[src/rtl/uart_tx_serializer_if.sv]
// Byte handshake between the command/response logic and the UART transmitter:
// valid/ready for one byte plus the end-of-frame pulse.
interface uart_tx_serializer_if;
  logic [7:0] data_in;
  logic       send;
  logic       ready;
  logic       done;

  modport master (
    output data_in,
    output send,
    input  ready,
    input  done
  );

  modport slave (
    input  data_in,
    input  send,
    output ready,
    output done
  );
endinterface

[src/rtl/uart_tx_serializer.sv]
// 8N1 UART transmitter with single-byte valid/ready handshake, LSB first.
// Define UART_TX_PARITY_EN to insert an even-parity bit (8E1 frame).
module uart_tx_serializer #(
  parameter int CLOCK_FREQ   = 50_000_000,
  parameter int BAUD_RATE    = 9600,
  parameter int CLKS_PER_BIT = CLOCK_FREQ / BAUD_RATE
) (
  input  logic                 clock,
  input  logic                 reset_n,
  uart_tx_serializer_if.slave  bus,
  output logic                 tx
);

  localparam int CNT_W = (CLKS_PER_BIT > 1) ? $clog2(CLKS_PER_BIT) : 1;
  localparam logic [CNT_W-1:0] BAUD_LAST = CNT_W'(CLKS_PER_BIT - 1);

`ifdef UART_TX_PARITY_EN
  typedef enum logic [2:0] {
    ST_IDLE   = 3'd0,
    ST_START  = 3'd1,
    ST_DATA   = 3'd2,
    ST_PARITY = 3'd3,
    ST_STOP   = 3'd4
  } state_t;

  function automatic logic even_parity(input logic [7:0] data);
    even_parity = ^data;
  endfunction
`else
  typedef enum logic [2:0] {
    ST_IDLE   = 3'd0,
    ST_START  = 3'd1,
    ST_DATA   = 3'd2,
    ST_STOP   = 3'd4
  } state_t;
`endif

  state_t           state_q, state_d;
  logic [CNT_W-1:0] baud_q, baud_d;
  logic [2:0]       bit_idx_q, bit_idx_d;
  logic [7:0]       shift_q, shift_d;
  logic             tx_q, tx_d;
  logic             ready_q, ready_d;
  logic             done_q, done_d;
  logic             baud_end;
`ifdef UART_TX_PARITY_EN
  logic             parity_q, parity_d;
`endif

  assign baud_end  = (baud_q == BAUD_LAST);
  assign tx        = tx_q;
  assign bus.ready = ready_q;
  assign bus.done  = done_q;

  // Each branch computes the value tx must hold for the next cycle so that
  // tx changes exactly on the bit-boundary edge.
  always_comb begin
    state_d   = state_q;
    baud_d    = baud_q;
    bit_idx_d = bit_idx_q;
    shift_d   = shift_q;
    tx_d      = tx_q;
    ready_d   = ready_q;
    done_d    = 1'b0;
`ifdef UART_TX_PARITY_EN
    parity_d  = parity_q;
`endif
    case (state_q)
      ST_IDLE: begin
        baud_d    = {CNT_W{1'b0}};
        bit_idx_d = 3'd0;
        if (bus.send) begin
          shift_d = bus.data_in;
`ifdef UART_TX_PARITY_EN
          parity_d = even_parity(bus.data_in);
`endif
          state_d = ST_START;
          tx_d    = 1'b0;
          ready_d = 1'b0;
        end else begin
          tx_d    = 1'b1;
          ready_d = 1'b1;
        end
      end
      ST_START: begin
        if (baud_end) begin
          baud_d  = {CNT_W{1'b0}};
          state_d = ST_DATA;
          tx_d    = shift_q[0];
        end else begin
          baud_d  = baud_q + CNT_W'(1);
        end
      end
      ST_DATA: begin
        if (baud_end) begin
          baud_d  = {CNT_W{1'b0}};
          shift_d = {1'b0, shift_q[7:1]};
          if (bit_idx_q == 3'd7) begin
            bit_idx_d = 3'd0;
`ifdef UART_TX_PARITY_EN
            state_d   = ST_PARITY;
            tx_d      = parity_q;
`else
            state_d   = ST_STOP;
            tx_d      = 1'b1;
`endif
          end else begin
            bit_idx_d = bit_idx_q + 3'd1;
            tx_d      = shift_q[1];
          end
        end else begin
          baud_d = baud_q + CNT_W'(1);
        end
      end
`ifdef UART_TX_PARITY_EN
      ST_PARITY: begin
        if (baud_end) begin
          baud_d  = {CNT_W{1'b0}};
          state_d = ST_STOP;
          tx_d    = 1'b1;
        end else begin
          baud_d  = baud_q + CNT_W'(1);
        end
      end
`endif
      ST_STOP: begin
        // ready rises together with done so a waiting send starts next edge
        if (baud_end) begin
          baud_d  = {CNT_W{1'b0}};
          state_d = ST_IDLE;
          tx_d    = 1'b1;
          ready_d = 1'b1;
          done_d  = 1'b1;
        end else begin
          baud_d  = baud_q + CNT_W'(1);
        end
      end
      default: begin
        state_d   = ST_IDLE;
        baud_d    = {CNT_W{1'b0}};
        bit_idx_d = 3'd0;
        tx_d      = 1'b1;
        ready_d   = 1'b1;
      end
    endcase
  end

  // State and output registers; synchronous active-low reset aborts any frame.
  always_ff @(posedge clock) begin
    if (!reset_n) begin
      state_q   <= ST_IDLE;
      baud_q    <= {CNT_W{1'b0}};
      bit_idx_q <= 3'd0;
      shift_q   <= 8'd0;
      tx_q      <= 1'b1;
      ready_q   <= 1'b1;
      done_q    <= 1'b0;
`ifdef UART_TX_PARITY_EN
      parity_q  <= 1'b0;
`endif
    end else begin
      state_q   <= state_d;
      baud_q    <= baud_d;
      bit_idx_q <= bit_idx_d;
      shift_q   <= shift_d;
      tx_q      <= tx_d;
      ready_q   <= ready_d;
      done_q    <= done_d;
`ifdef UART_TX_PARITY_EN
      parity_q  <= parity_d;
`endif
    end
  end

endmodule

[src/flat_wrapper.sv]
// flat-port wrapper written by rule: the top's interface ports become plain ports
module uart_tx_serializer_flat 
#(
  parameter int CLOCK_FREQ   = 50_000_000,
  parameter int BAUD_RATE    = 9600,
  parameter int CLKS_PER_BIT = CLOCK_FREQ / BAUD_RATE
)
  (clock, reset_n, tx, bus_data_in, bus_send, bus_ready, bus_done);
  uart_tx_serializer_if bus_i ();
  input  logic clock;
  input  logic reset_n;
  output logic tx;
  input wire logic [$bits(bus_i.data_in)-1:0] bus_data_in;
  input wire logic [$bits(bus_i.send)-1:0] bus_send;
  output wire logic [$bits(bus_i.ready)-1:0] bus_ready;
  output wire logic [$bits(bus_i.done)-1:0] bus_done;
  assign bus_i.data_in = bus_data_in;
  assign bus_i.send = bus_send;
  assign bus_ready = bus_i.ready;
  assign bus_done = bus_i.done;
  uart_tx_serializer #(.CLOCK_FREQ(CLOCK_FREQ), .BAUD_RATE(BAUD_RATE), .CLKS_PER_BIT(CLKS_PER_BIT)) u_core (.clock(clock), .reset_n(reset_n), .bus(bus_i), .tx(tx));
endmodule
[config.mk]
export PLATFORM = sky130hd
export DESIGN_NAME = uart_tx_serializer_flat
export DESIGN_NICKNAME = d
export VERILOG_FILES = /design/src/rtl/uart_tx_serializer_if.sv /design/src/rtl/uart_tx_serializer.sv /design/src/flat_wrapper.sv
export SDC_FILE = /design/constraint.sdc
export NUM_CORES = 1
export LEC_CHECK = 0
export CAP_MARGIN = 5
export CORE_ASPECT_RATIO = 1.75
export CORE_MARGIN = 8
export CORE_UTILIZATION = 50
export DETAILED_ROUTE_END_ITERATION = 8
export PLACE_DENSITY = 0.74
export SLEW_MARGIN = 10
export SYNTH_ARGS = -nofsm -noshare
export SYNTH_HDL_FRONTEND = slang
export SYNTH_SLANG_ARGS = --single-unit
[constraint.sdc]
create_clock -name clock -period 1.8 [get_ports clock]
set_input_delay 0.27 -clock clock [delete_from_list [all_inputs] [get_ports clock]]
set_output_delay 0.27 -clock clock [all_outputs]
set_load 0.05 [all_outputs]
==> impl_metrics.toml, run 1 <==
[global_routing]
grt_pass1_wl_microns = 5830
grt_pass1_vias = 1370
overflow = 0
grt_antenna_before_repair = 0
track_usage_pct = 14.82
grt_max_degree = 14

[drt]
viasPerCell = 5.747
wire_per_inst_microns = 14.97
drcViolationCount = 0
ant_nets = 0
wl_microns = 3429
firstDrtPassIters = 4
vias = 1316
drtIter0Drc = 33

[hold_path]
hold_start = "u_core.baud_q[0]"
holdPathStages = 1
hold_end = "u_core.baud_q[0]"
hp-class = "flip-flop to flip-flop"

[floorplan]
fp.dieH_microns = 87.43
core_sq_um = 2863
io_pins = 14
die_w_microns = 56.82
dieArea_sq_um = 4967
rows = 26
start_util_pct = 50.92

[critical_path]
arrival_ps = 2030
critPathMaxStageDelay_ps = 540
reg2reg_to = "u_core.shift_q[3]"
slowest_stage = "or4b_4"
critPathMaxFanout = 7
required_ps = 2020
reg2reg_slack_ps = -10
start_kind = "flip-flop"
reg2reg_from = "u_core.baud_q[11]"
cp_cell_sequence = "or4b_4, o41a_1, nor3_4, buf_12, mux2i_1"
setup.worst_path.end_class = "flip-flop"
path_class = "flip-flop to flip-flop"
ff2ff_path_depth = 5

[pwr]
power_uw = 1401
vdd_drop_max_mv = 0.6092
p_per_area_nw_per_um2 = 742.5
power.leakage_uw = 0.0007017

[cts]
cts-root-buf = "clkbuf_8"
insertion_delay_ps = 290
numCtsBuffers = 5
cts_sinks = 30
tritoncts = "done"
cts_buffer_depth = 2
htreeDepth = 2
path_clk_slew_ps = 60

[logic_synthesis]
synthCells = 167
ys_seq_area_share_pct = 41.20
synth-async-reset-ratio_pct = 0
synth_warnings = 0
synth_top_area_cell = "dfxtp_1"
synth_edf_count = 0
synth_top_area_share_pct = 41.20
synth_area_per_cell_sq_um = 8.728
synth.distinct_cells = 40
synth_area_leaders = "dfxtp_1, xnor2_1, mux2i_1"
ys.flop_type = "dfxtp_1"
synth_seq_cells = 30
synth_most_common_cell = "dfxtp_1"
syn_nets = 181
synth_common_cells = "dfxtp_1, nor2_1, nand2_1"
syn_area_sq_um = 1458

[timing]
whs_ps = 445.0
worst_slack_ps = -11.23
slew_viol_final = 0
fin_tns_setup_ps = -11.23
worst_clock_skew_ps = 9.064
setup_viol = 1
rsz0062_at_grt = "true"
max_slew.worst_pin.slew_ps = 505.0
period_share_pct = 100.6
finalCriticalPeriod_ps = 1811
maxSlewHeadroom_pct = 66.23
hold_viol_final = 0
max_freq_mhz = 552.1

[placement]
port-buffer-count = 13
hpwlAfterDp_microns = 2673
gp_congestion = 0.7733
placed_area_sq_um = 1785

[run_status]
violations = "setup timing"
outcome = "complete, but fails checks"

[cells_and_area]
diodes = 0
drive_above_1_share_pct = 20.40
nets = 214
fin_util_pct = 65.91
syn_to_final_growth_pct = 29.44
fillers = 242
fin_area_sq_um = 1887

[flow_run]
cap_violations = 0
[kinds of logic after synthesis]
| kind of cell | Yosys count | synth area share (%) |
|---|---|---|
| AND/OR/NAND/NOR | 75 | 27.81 |
| flip-flops | 30 | 41.20 |
| AO/OA/AOI/OAI | 24 | 11.42 |
| buffers and inverters | 14 | 3.690 |
| XOR/XNOR | 13 | 7.811 |
| multiplexers | 8 | 5.494 |
| adder cells (fa/ha/maj) | 3 | 2.575 |
[per-layer routing]
metal	GRT usage, %	part of all wire [%]	up-vias
met4	9.657	2.9	0
met5	0	0	-
met3	4.678	4.3	9
met1	12.13	37	626
li1	-	-	650
met2	28.56	56	31
[worst max path at each step]
| stage | start | to | slack [ps] |
|---|---|---|---|
| final | u_core.baud_q[11] | u_core.shift_q[3] | -10 |
| after global placement | u_core.baud_q[11] | u_core.bit_idx_q[1] | -7 |
| after global routing | u_core.baud_q[11] | u_core.shift_q[5] | -70 |
| after detailed placement | u_core.baud_q[11] | u_core.bit_idx_q[0] | -100 |
| after CTS | u_core.baud_q[11] | u_core.shift_q[3] | -20 |
| after floorplan | u_core.baud_q[11] | u_core.shift_q[0] | -50 |
[critical path, delay by kind of cell (launching register included)]
kind | cells | cell delay [ps]
DFF | 1 | 320
AOI/OAI and AO/OA | 1 | 370
and+or+nand+nor | 2 | 710
buffers and inverters | 1 | 150
muxes | 1 | 190
[timing repair]
item,CTS,global route
gates cloned,0,0
setup buffers,0,0
pin swaps,1,2
endpoints found under the setup margin,10,24
gates resized for setup,1,1
hold buffers,0,0
[where the power goes]
part	total (uW)	switching (uW)	internal, uW	leakage [uW]
clock	561	253	308	0.0000482
sequential	698	15.0	683	0.000244
combinational	142	67.1	74.6	0.000409
total	1400	335	1070	0.000702
[registers in the layout (all words and copies together), names as in the netlist]
register	count
u_core.baud_q	13
u_core.shift_q	8
u_core.bit_idx_q	3
u_core.state_q	3
u_core.bus.done	1
u_core.bus.ready	1
u_core.tx	1
[through the flow]
step,setup slack (ps),cells
5_1_grt,-65.13,229
2_1_floorplan,-45.28,167
3_3_place_gp,-6.892,221
3_5_place_dp,-95.07,221
6_report,-11.23,229
4_1_cts,-18.70,229
[cell usage in the layout, fill, tap and decap left out, types with 2 or more instances in the layout]
cell type        synthesis  layout
xnor2_1                 10      10
nor2b_1                  2       2
clkdlybuf4s50_1          0      12
xor2_1                   3       3
o22ai_1                  2       2
o211ai_1                 7       7
dfxtp_1                 30      29
nand4_1                  3       3
ha_1                     3       3
nand3_1                  8       8
nor4_1                   2       2
buf_4                    0      19
or2_2                    6       6
mux2i_1                  8       8
nor2_1                  19      19
nor3_1                   6       6
nand4b_1                 2       2
clkbuf_8                 0       6
o21ai_0                  5       5
a21oi_1                  2       2
nand2b_1                 4       4
nand2_1                 15      15
buf_12                   0       3
inv_1                    5       5
[layout make-up]
type / instances / area, sq um / area share (%)
multi-input combinational: 123 / 813.3 / 43.10
clock inverter: 1 / 5.005 / 0.2653
tap: 28 / 35.03 / 1.857
inverter: 6 / 22.52 / 1.194
timing repair buffer: 34 / 322.8 / 17.11
clock buffer: 7 / 86.33 / 4.576
sequential: 30 / 601.8 / 31.90
Power figures use the tool's default switching activity.
==> inputs of run 2 (changes only) <==
- GPL_ROUTABILITY_DRIVEN: unset -> 0
==> results of run 2 <==
Same layout as run 1: the final DEF is identical, and so are final timing and power.
